$ cat config.mk
export PLATFORM = sky130hd
export DESIGN_NAME = scan_weight_loader
export DESIGN_NICKNAME = d
export VERILOG_FILES = /design/src/rtl/cnn_scan_pkg.sv /design/src/rtl/scan_sync_edge.sv /design/src/rtl/scan_weight_loader.sv
export SDC_FILE = /design/constraint.sdc
export NUM_CORES = 1
export LEC_CHECK = 0
export ABC_CLOCK_PERIOD_IN_PS = 2700
export BUFFER_PORTS_ARGS = -buffer_cell sky130_fd_sc_hd__buf_2
export CAP_MARGIN = 20
export CELL_PAD_IN_SITES_DETAIL_PLACEMENT = 2
export CELL_PAD_IN_SITES_GLOBAL_PLACEMENT = 2
export CORE_UTILIZATION = 30
export CTS_CLUSTER_SIZE = 12
export DETAILED_ROUTE_END_ITERATION = 7
export MAX_ROUTING_LAYER = met4
export PLACE_DENSITY = 0.7
export SYNTH_ARGS = -nofsm -noshare
export SYNTH_HDL_FRONTEND = slang
export SYNTH_HIERARCHICAL = 1
export SYNTH_SLANG_ARGS = --single-unit
$ cat constraint.sdc
create_clock -name clk_signal_ext -period 2.7 [get_ports clk_signal_ext]
set_clock_uncertainty 0.05 [all_clocks]
set_input_delay 0 -clock clk_signal_ext [delete_from_list [all_inputs] [get_ports clk_signal_ext]]
set_output_delay 0 -clock clk_signal_ext [all_outputs]
set_load 0.01 [all_outputs]
$ cat src/rtl/cnn_scan_pkg.sv
// cnn_scan_pkg: shared scan-loader state encoding and default geometry
package cnn_scan_pkg;

    typedef enum logic [1:0] {IDLE, WRITE, RDREQ, RDCAP} state_e;

    localparam int DEF_DATA_W      = 16;
    localparam int DEF_ADDR_W      = 10;
    localparam int DEF_SYNC_STAGES = 2;

endpackage

$ cat src/rtl/scan_sync_edge.sv
// scan_sync_edge: multi-flop pad synchronizer with a one-cycle delayed copy for edge detection
module scan_sync_edge
    import cnn_scan_pkg::*;
#(
    parameter int STAGES = DEF_SYNC_STAGES
) (
    input  logic clk_signal_ext,
    input  logic rst_n,
    input  logic d_i,
    output logic sync_o,
    output logic dly_o
);

    logic [STAGES-1:0] sync_q, sync_d;
    logic              dly_q, dly_d;

    // shift the pad value down the chain; the delayed copy trails the last stage by one cycle
    always_comb begin
        sync_d = {sync_q[STAGES-2:0], d_i};
        dly_d  = sync_q[STAGES-1];
    end

    // synchronizer and delay flops
    always_ff @(posedge clk_signal_ext or negedge rst_n) begin
        if (!rst_n) begin
            sync_q <= '0;
            dly_q  <= 1'b0;
        end else begin
            sync_q <= sync_d;
            dly_q  <= dly_d;
        end
    end

    assign sync_o = sync_q[STAGES-1];
    assign dly_o  = dly_q;

endmodule

$ cat src/rtl/scan_weight_loader.sv
// scan_weight_loader: serial scan port to SRAM bridge (scan-in writes, scan-out reads)
module scan_weight_loader
    import cnn_scan_pkg::*;
#(
    parameter int DATA_W      = DEF_DATA_W,
    parameter int ADDR_W      = DEF_ADDR_W,
    parameter int SYNC_STAGES = DEF_SYNC_STAGES
) (
    input  logic              clk_signal_ext,
    input  logic              rst_n,
    input  logic              phi,
    input  logic              phib,
    input  logic              scan_i0o1,
    input  logic              load,
    input  logic              scan_in,
    input  logic              write_en,
    output logic              scan_out,
    output logic              mem_we,
    output logic [ADDR_W-1:0] mem_addr,
    output logic [DATA_W-1:0] mem_wdata,
    output logic              mem_re,
    input  logic [DATA_W-1:0] mem_rdata,
    output logic              frame_err,
    output logic              ovl_err
);

    localparam int              CW   = $clog2(DATA_W + 2);
    localparam logic [CW-1:0]   FULL = CW'(DATA_W);
    localparam logic [CW-1:0]   OVR  = CW'(DATA_W + 1);

    logic phi_s, phi_dl, load_s, load_dl, mode_s, mode_dl;

    scan_sync_edge #(.STAGES(SYNC_STAGES)) u_phi (
        .clk_signal_ext(clk_signal_ext), .rst_n(rst_n), .d_i(phi), .sync_o(phi_s), .dly_o(phi_dl)
    );
    scan_sync_edge #(.STAGES(SYNC_STAGES)) u_load (
        .clk_signal_ext(clk_signal_ext), .rst_n(rst_n), .d_i(load), .sync_o(load_s), .dly_o(load_dl)
    );
    scan_sync_edge #(.STAGES(SYNC_STAGES)) u_mode (
        .clk_signal_ext(clk_signal_ext), .rst_n(rst_n), .d_i(scan_i0o1), .sync_o(mode_s), .dly_o(mode_dl)
    );

    logic [2:0][SYNC_STAGES-1:0] psync_q, psync_d;
    logic                        phib_s, scan_in_s, wen_s;

    // level-only pads: phib, scan_in, write_en
    always_comb begin
        psync_d[0] = {psync_q[0][SYNC_STAGES-2:0], phib};
        psync_d[1] = {psync_q[1][SYNC_STAGES-2:0], scan_in};
        psync_d[2] = {psync_q[2][SYNC_STAGES-2:0], write_en};
    end

    assign phib_s    = psync_q[0][SYNC_STAGES-1];
    assign scan_in_s = psync_q[1][SYNC_STAGES-1];
    assign wen_s     = psync_q[2][SYNC_STAGES-1];

    logic phi_ev_q, phi_ev_d, load_ev_q, load_ev_d, chg_ev_q, chg_ev_d;

    // edge pulses are registered so the FSM sees a clean one-cycle event; phi is vetoed while phib is high
    always_comb begin
        phi_ev_d  = phi_s & ~phi_dl & ~phib_s;
        load_ev_d = load_s & ~load_dl;
        chg_ev_d  = mode_s ^ mode_dl;
    end

    state_e            state_q, state_d;
    logic [DATA_W-1:0] shift_q, shift_d, mem_wdata_q, mem_wdata_d;
    logic [CW-1:0]     cnt_q, cnt_d, base_cnt;
    logic [ADDR_W-1:0] addr_q, addr_d, base_addr, mem_addr_q, mem_addr_d;
    logic              pend_q, pend_d, mem_we_q, mem_we_d, mem_re_q, mem_re_d;
    logic              ferr_q, ferr_d, ovl_q, ovl_d, idle, clr;

    // frame FSM: shifting and commit decisions in IDLE, single-cycle memory states otherwise;
    // a mode change seen mid-transaction is remembered and applied on return to IDLE
    always_comb begin
        idle        = state_q == IDLE;
        clr         = idle && (chg_ev_q || pend_q);
        base_addr   = clr ? '0 : addr_q;
        base_cnt    = clr ? '0 : cnt_q;
        state_d     = state_q;
        shift_d     = shift_q;
        cnt_d       = cnt_q;
        addr_d      = addr_q;
        pend_d      = pend_q | chg_ev_q;
        mem_we_d    = 1'b0;
        mem_re_d    = 1'b0;
        mem_addr_d  = mem_addr_q;
        mem_wdata_d = mem_wdata_q;
        ferr_d      = ferr_q | (!idle && (phi_ev_q || load_ev_q)) | (idle && load_ev_q && phi_ev_q)
                    | (idle && load_ev_q && !mode_s && base_cnt != FULL);
        ovl_d       = ovl_q | (phi_s & phib_s);
        case (state_q)
            IDLE: begin
                pend_d = 1'b0;
                addr_d = base_addr;
                cnt_d  = base_cnt;
                if (load_ev_q && !mode_s) begin
                    cnt_d = '0;
                    if (base_cnt == FULL && wen_s) begin
                        state_d     = WRITE;
                        mem_we_d    = 1'b1;
                        mem_wdata_d = shift_q;
                        mem_addr_d  = base_addr;
                        addr_d      = base_addr + ADDR_W'(1);
                    end
                end else if (load_ev_q) begin
                    state_d    = RDREQ;
                    mem_re_d   = 1'b1;
                    mem_addr_d = base_addr;
                    addr_d     = base_addr + ADDR_W'(1);
                end else if (phi_ev_q) begin
                    shift_d = {shift_q[DATA_W-2:0], mode_s ? 1'b0 : scan_in_s};
                    cnt_d   = (mode_s || base_cnt == OVR) ? base_cnt : base_cnt + CW'(1);
                end
            end
            WRITE:   state_d = IDLE;
            RDREQ:   state_d = RDCAP;
            default: begin
                shift_d = mem_rdata;
                state_d = IDLE;
            end
        endcase
    end

    // all state, event and output registers
    always_ff @(posedge clk_signal_ext or negedge rst_n) begin
        if (!rst_n) begin
            psync_q     <= '0;
            phi_ev_q    <= 1'b0;
            load_ev_q   <= 1'b0;
            chg_ev_q    <= 1'b0;
            state_q     <= IDLE;
            shift_q     <= '0;
            cnt_q       <= '0;
            addr_q      <= '0;
            pend_q      <= 1'b0;
            mem_we_q    <= 1'b0;
            mem_re_q    <= 1'b0;
            mem_addr_q  <= '0;
            mem_wdata_q <= '0;
            ferr_q      <= 1'b0;
            ovl_q       <= 1'b0;
        end else begin
            psync_q     <= psync_d;
            phi_ev_q    <= phi_ev_d;
            load_ev_q   <= load_ev_d;
            chg_ev_q    <= chg_ev_d;
            state_q     <= state_d;
            shift_q     <= shift_d;
            cnt_q       <= cnt_d;
            addr_q      <= addr_d;
            pend_q      <= pend_d;
            mem_we_q    <= mem_we_d;
            mem_re_q    <= mem_re_d;
            mem_addr_q  <= mem_addr_d;
            mem_wdata_q <= mem_wdata_d;
            ferr_q      <= ferr_d;
            ovl_q       <= ovl_d;
        end
    end

    assign scan_out  = shift_q[DATA_W-1];
    assign mem_we    = mem_we_q;
    assign mem_re    = mem_re_q;
    assign mem_addr  = mem_addr_q;
    assign mem_wdata = mem_wdata_q;
    assign frame_err = ferr_q;
    assign ovl_err   = ovl_q;

endmodule

==> qor.log, run 1 <==
[outcome] status finished, final reports clean
[worst_setup_path] series of cell instances along the critical path inv_1 -> ha_2 -> buf_4 -> nand2_1 -> a21oi_1 -> buf_4 -> mux2i_1
[finish] number of antenna cells inserted 0
[floorplanning] area enclosed by the die boundary 0.0122 mm^2
[floorplanning] row count 39
[timing] post-layout min period 2350 ps
[finish] area growth from synthesis to layout 28.2%
[logic_synthesis] main area contributors after synthesis dfrtp_1 58%, mux2i_1 6.5%, mux2_2 5.4%
[detailed_routing] Iteration-0 DRC Markers 78
[clock_network] maximum count of clock buffers along a single path 2
[placed_design] post-detailed-placement cell area 0.00402 mm^2
[grt] global-route met2 utilization 0.303
[finish] number of fill cells in the layout 1,219
[worst_setup_path] cell repeated most along the worst path buf_4
[worst_setup_path] CP startpoint state_q[1]$_DFFE_PN0P_
[worst_setup_path] Largest stage delay, worst path 490 ps
[detailed_routing] Routed WL per cell 17.5 um
[grt] GRT met3 Usage 0.0394
[placed_design] gp weighted congestion 0.764
[logic_synthesis] sequential cell area fraction in the yosys report 0.579
[grt] maximum number of pins on one net before global-route repair 44
[pwr] power density over cell area 874 mW/mm^2
[worst_setup_path] number of buffer and inverter instances along the worst setup path 3
[clock_network] clock-pin slew on the worst setup and hold paths 60 ps
[logic_synthesis] per-instance average area after synthesis 11.3 um^2
[grt] most congested layer reported by global routing met2
[detailed_routing] ratio of routed vias to standard cells 5.04
[clock_network] TritonCTS buffer count 9
[pwr] highest ir drop seen on vdd 0.493 mV
[floorplanning] Core Box Area 0.0115 mm^2
[placed_design] quantity of I/O buffers inserted on ports 54
[clock_network] Clock Latency Late Sink 340 ps
[logic_synthesis] portion of synthesized cell area occupied by the leading cell type 0.579
[worst_setup_path] critical path data arrival time 2560 ps
[job] max capacitance violation total 0
[clock_network] hold buffer count at cts 23
[logic_synthesis] netlist area before placement 0.00354 mm^2
[finish] # nets final 426
[logic_synthesis] library cells used by synthesis 49
[logic_synthesis] most instantiated flip-flop cell in the synthesis netlist dfrtp_1
[clock_network] Clock Sink Count 82
[timing] Max-Slew Margin vs Limit 0.616
[timing] setup TNS after final layout 0 ps
[worst_setup_path] worst-path cell with the longest stage delay buf_4
[pwr] Leakage 0.00215 uW
[placed_design] dpl hpwl 6.14 mm
[timing] number of failing hold endpoints at the final stage 0
[logic_synthesis] cells after synthesis 314
[grt] global-route wire length before repair 16.1 mm
[logic_synthesis] EDFF count, synth 0
[logic_synthesis] share of flip-flops with an asynchronous set or reset 1.00
[logic_synthesis] top cell type by total area after synthesis dfrtp_1
[clock_network] Resized cells post-CTS 0
[finish] Non-Filler Cell Area, Final 0.00454 mm^2
[timing] highest achievable clock rate 0.425 GHz
[detailed_routing] count of vias placed by the detailed router 2,753
[worst_setup_path] Setup crit end kind register
[detailed_routing] DRT Wirelength 9.53 mm
[worst_setup_path] critical path fanouts, max 43
[grt] aggregate global routing overflow 0
[timing] Worst-Margin Slew 576 ps
[logic_synthesis] number of nets produced by synthesis 342
[grt] via count of the first global-routing pass 3,181
[clock_network] clock tree from TritonCTS built
[floorplanning] starting density of the core 0.309
[logic_synthesis] YS warnings 6
[floorplanning] y dimension of the die 111 um
[clock_network] root buf cell clkbuf_16
[detailed_routing] antenna violation net count after detailed routing 0
[floorplanning] total I/O pin count 55
[worst_setup_path] crit start category register
[grt] GRT Util Overall 0.174
[worst_setup_path] reg-to-reg critical path startpoint state_q[1]$_DFFE_PN0P_
[detailed_routing] final routed DRC violation total 0
[detailed_routing] number of iterations in the first detailed-routing pass 6
[grt] grt met1 use 0.195
[worst_setup_path] critical path class register to register
[timing] total of endpoints with negative setup slack in the final report 0
[worst_setup_path] cell family contributing the most delay on the critical path buffers and inverters
[worst_hold_path] HP Class input pin to asynchronous set/reset pin
[floorplanning] DIE WIDTH 111 um
[timing] final worst-path cycle share 0.871
[clock_network] buffers inserted by post-CTS timing repair 0
[finish] proportion of layout cells with a drive suffix above 1 0.258
[grt] initial antenna violation count 0
[worst_setup_path] data required time of the worst path 2910 ps
[logic_synthesis] post-synthesis register bit count 82
[timing] setup repair after global routing missed its margin no
[clock_network] number of levels in the clock H-tree 3
[timing] Final Max Tran Viols 0
==> cells by family (layout without fill, tap and decap cells) <==
logic type      Yosys count  in the layout  share of synthesized area
simple gates             96             96                      0.142
flops                    82             82                      0.579
buf+inv                  29            118                     0.0321
compound gates           58             58                      0.101
fa+ha+maj                 4              4                     0.0141
mux                      41             41                      0.122
xor+xnor                  4              4                    0.00989
==> state kept, by name, indices dropped and copies added (netlist names), 2 cells and up <==
signal and flops:
shift_q 16, psync_d 3, u_load/sync_q 2, state_q 2, cnt_q 5, mem_wdata 16, u_mode/sync_q 2, u_phi/sync_q 2
psync_q 2, mem_addr 10, addr_q 10
==> placed cells by master, fill, tap and decap left out, types with 3 or more instances in the layout <==
| master | synthesis | final |
|---|---|---|
| dlygate4sd3_1 | 0 | 23 |
| and3_1 | 5 | 5 |
| nor4b_1 | 3 | 3 |
| dfrtp_1 | 82 | 82 |
| mux2i_1 | 23 | 23 |
| buf_2 | 1 | 53 |
| xor2_1 | 3 | 3 |
| nand2b_1 | 3 | 3 |
| inv_1 | 15 | 15 |
| nor2_1 | 25 | 25 |
| buf_4 | 1 | 11 |
| nand2_1 | 22 | 22 |
| nand3_1 | 9 | 9 |
| nand4_1 | 6 | 6 |
| a21oi_1 | 27 | 26 |
| a31oi_1 | 4 | 4 |
| and2_1 | 4 | 4 |
| o21ai_0 | 9 | 9 |
| nor3_1 | 6 | 6 |
| ha_1 | 4 | 3 |
| clkbuf_16 | 0 | 9 |
| mux2_2 | 17 | 17 |
==> cells in the mapped netlist (2+ instances only) <==
cell type   n
nand2b_1    3
ha_1        4
nor4b_1     3
nor2_1     25
nand4_1     6
a31oi_1     4
and3_1      5
o21ai_0     9
inv_1      15
o2111ai_1   2
a21oi_1    27
xor2_1      3
buf_1       2
a22o_1      2
mux2_2     17
o211ai_1    2
nor3_1      6
nor2b_1     2
clkbuf_1   10
nand2_1    22
mux2i_1    23
and2_1      4
o22ai_1     2
nor3b_1     2
dfrtp_1    82
nand3_1     9
==> final timing paths <==
| path | slack [ps] | end | depth (start not counted) |
|---|---|---|---|
| max | 350 | mem_addr[3]$_DFFE_PN0P_ | 7 |
| min in group clk_signal_ext | 240 | u_load/sync_q[0]$_DFF_PN0_ | 2 |
| min | 100 | mem_addr[3]$_DFFE_PN0P_ | 2 |
| max reg2reg | 350 | mem_addr[3]$_DFFE_PN0P_ | 7 |
| min reg2reg | 300 | psync_q[5]$_DFF_PN0_ | 0 |
| max in group asynchronous | 1770 | shift_q[15]$_DFFE_PN0P_ | 3 |
==> metrics by stage <==
stage | power, uW | hold slack, ps | setup slack (ps) | instances | utilization
floorplan | 2350 | -346 | 477 | 314 | -
global placement | 2690 | -74.4 | 404 | 507 | 0.350
detailed placement | 2760 | -67.2 | 317 | 507 | 0.350
CTS | 4050 | 107 | 315 | 546 | 0.396
global route | 4220 | 131 | 162 | 546 | 0.396
finish | 3970 | 95.3 | 349 | 546 | 0.396
==> layer usage <==
metal,share of wire,vias up
li1,-,1269
met1,0.43,1418
met2,0.53,53
met3,0.030,13
met4,0.015,0
met5,0,-
==> power by group <==
group	leakage (uW)	switching (uW)	total [uW]	internal (uW)
registers	0.00103	156	1590	1430
clock network	0.000143	505	1220	718
logic	0.000976	730	1150	424
total	0.00215	1390	3970	2580
==> final cells by class <==
| cell class | instances | area (um^2) | area share |
|---|---|---|---|
| Timing Repair Buffer | 87 | 578 | 0.127 |
| Tap cell | 143 | 179 | 0.0394 |
| Inverter | 15 | 56.3 | 0.0124 |
| Clock buffer | 10 | 229 | 0.0504 |
| Clock inverter | 6 | 65.1 | 0.0143 |
| Multi-Input combinational cell | 203 | 1380 | 0.304 |
| Sequential cell | 82 | 2050 | 0.452 |
Note: power is estimated with default switching activity, not from simulation.
==> run 2, diff against run 1 <==
--- a/config.mk
+++ b/config.mk
@@ -10,11 +10,11 @@
 export CAP_MARGIN = 20
 export CELL_PAD_IN_SITES_DETAIL_PLACEMENT = 2
 export CELL_PAD_IN_SITES_GLOBAL_PLACEMENT = 2
-export CORE_UTILIZATION = 30
+export CORE_UTILIZATION = 37
 export CTS_CLUSTER_SIZE = 12
 export DETAILED_ROUTE_END_ITERATION = 7
 export MAX_ROUTING_LAYER = met4
-export PLACE_DENSITY = 0.7
+export PLACE_DENSITY = 0.83
 export SYNTH_ARGS = -nofsm -noshare
 export SYNTH_HDL_FRONTEND = slang
 export SYNTH_HIERARCHICAL = 1
==> qor.log, run 2 (synthesis gave the netlist of run 1 again) <==
[worst_setup_path] number of buffer and inverter instances along the worst setup path 1
[floorplanning] row count 35
[grt] grt met1 use 0.267
[worst_setup_path] Critical Path End addr_q[8]$_DFFE_PN0P_
[detailed_routing] number of iterations in the first detailed-routing pass 4
[grt] global-route met2 utilization 0.447
[worst_hold_path] HP Class input pin to register
[floorplanning] y dimension of the die 99.8 um
[worst_setup_path] critical path class register to register
[worst_setup_path] Largest stage delay, worst path 610 ps
[worst_setup_path] crit start category register
[grt] maximum number of pins on one net before global-route repair 83
[outcome] status finished, final reports clean
[timing] Final Max Tran Viols 0
[placed_design] dpl hpwl 6.17 mm
[timing] Max-Slew Margin vs Limit 0.519
[timing] Worst-Margin Slew 719 ps
[worst_setup_path] cell family contributing the most delay on the critical path simple AND/OR/NAND/NOR gates
[worst_setup_path] worst reg2reg path depth 9
[floorplanning] area enclosed by the die boundary 0.00997 mm^2
[timing] final worst-path cycle share 0.925
[clock_network] root buf cell clkbuf_8
[clock_network] maximum count of clock buffers along a single path 2
[worst_setup_path] Setup crit end kind register
[worst_setup_path] critical path data arrival time 2700 ps
[worst_setup_path] series of cell instances along the critical path inv_1 -> ha_2 -> o21ai_0 -> and2_1 -> ha_1 -> nand3_1 -> nor4b_1 -> xnor2_1 -> nor2_1
[timing] setup repair after global routing missed its margin no
[placed_design] gp weighted congestion 0.890
[timing] total of endpoints with negative setup slack in the final report 0
[floorplanning] starting density of the core 0.383
[detailed_routing] count of vias placed by the detailed router 2,795
[timing] post-layout min period 2500 ps
[clock_network] number of levels in the clock H-tree 3
[grt] global-route wire length before repair 17.6 mm
[worst_setup_path] CP startpoint state_q[0]$_DFFE_PN0P_
[worst_setup_path] worst-path cell with the longest stage delay nor4b_1
[timing] highest achievable clock rate 0.400 GHz
[grt] GRT met3 Usage 0.0453
[floorplanning] DIE WIDTH 99.8 um
[worst_setup_path] worst reg2reg endpoint addr_q[8]$_DFFE_PN0P_
[placed_design] quantity of I/O buffers inserted on ports 54
[clock_network] clock-pin slew on the worst setup and hold paths 100 ps
[worst_setup_path] reg2reg setup slack 200 ps
[clock_network] clock tree from TritonCTS built
[clock_network] Resized cells post-CTS 0
[finish] most common cell after layout, fill and taps aside dfrtp_1
[pwr] power density over cell area 838 mW/mm^2
[grt] aggregate global routing overflow 0
[timing] number of failing hold endpoints at the final stage 0
[detailed_routing] DRT Wirelength 11.0 mm
[detailed_routing] antenna violation net count after detailed routing 0
[finish] proportion of layout cells with a drive suffix above 1 0.258
[finish] area growth from synthesis to layout 25.0%
[detailed_routing] ratio of routed vias to standard cells 5.25
[grt] most congested layer reported by global routing met2
[grt] GRT Util Overall 0.246
[grt] via count of the first global-routing pass 3,186
[grt] initial antenna violation count 0
[worst_setup_path] data required time of the worst path 2900 ps
[worst_setup_path] critical path fanouts, max 5
[timing] minimum hold slack 220 ps
[clock_network] Clock Sink Count 82
[finish] fin util 0.479
[clock_network] TritonCTS buffer count 9
[pwr] highest ir drop seen on vdd 0.452 mV
[timing] setup TNS after final layout 0 ps
[job] max capacitance violation total 0
[detailed_routing] Routed WL per cell 20.8 um
[floorplanning] Core Box Area 0.00924 mm^2
[detailed_routing] final routed DRC violation total 0
[worst_setup_path] reg-to-reg critical path startpoint state_q[0]$_DFFE_PN0P_
[floorplanning] total I/O pin count 55
[detailed_routing] Iteration-0 DRC Markers 124
[finish] leading cell types in the layout, fill and taps excluded 82 x dfrtp_1, 53 x buf_2, 26 x a21oi_1
[finish] number of antenna cells inserted 0
[clock_network] Clock Latency Late Sink 370 ps
[finish] # nets final 426
[worst_setup_path] path length in cells of the critical path 9
[pwr] Leakage 0.00210 uW
-- run 2: cell count changes in the layout (fill, tap and decap cells not counted), sizes merged --
cell	change
buf	-1
bufinv	-1
clkbuf	-1
clkinv	-1
clkinvlp	+1
dlygate4sd3	+1
inv	+2
-- run 2: cell type report --
class	count	area, um^2
Multi-Input combinational cell	203	1380
Timing Repair Buffer	87	601
Tap cell	129	161
Inverter	15	56.3
Sequential cell	82	2050
Clock inverter	7	51.3
Clock buffer	9	124
Fill cell	947	4810
-- run 2: through the flow --
stage	setup WS, ps	cell area [um^2]	instances	total power, uW
detailed placement	385	3990	491	2760
global route	49.3	4430	532	3920
CTS	217	4380	529	3670
global placement	482	3990	491	2660
finish	201	4430	532	3710
floorplan	477	3540	314	2350
-- run 2: worst min path at each step --
stage / depth (start not counted) / end / from
global route: 2 / psync_d[3]$_DFF_PN0_ / scan_in
CTS: 3 / shift_q[5]$_DFFE_PN0P_ / mem_rdata[5]
finish: 2 / u_phi/sync_q[0]$_DFF_PN0_ / phi
floorplan: 0 / addr_q[0]$_DFFE_PN0P_ / rst_n
global placement: 1 / u_phi/sync_q[0]$_DFF_PN0_ / phi
detailed placement: 1 / psync_d[1]$_DFF_PN0_ / phib
-- run 2: routing by layer --
layer / wire (um) / up-vias / share of wire
met3: 261 / 18 / 0.024
met2: 6130 / 63 / 0.56
met4: 237 / 0 / 0.021
met1: 4410 / 1440 / 0.40
met5: 0 / - / 0
li1: - / 1274 / -
-- run 2: repair_timing --
item                                   4_1_cts  5_1_grt
endpoints found under the hold margin      103       12
setup buffers                                0        0
hold buffers                                22        2
-- run 2: power by group --
group          leakage, uW  total (uW)  internal [uW]  switching [uW]
Combinational     0.000983        1230            432             802
Sequential         0.00103        1620           1430             184
Clock            0.0000864         862            341             521
Total              0.00210        3710           2200            1510
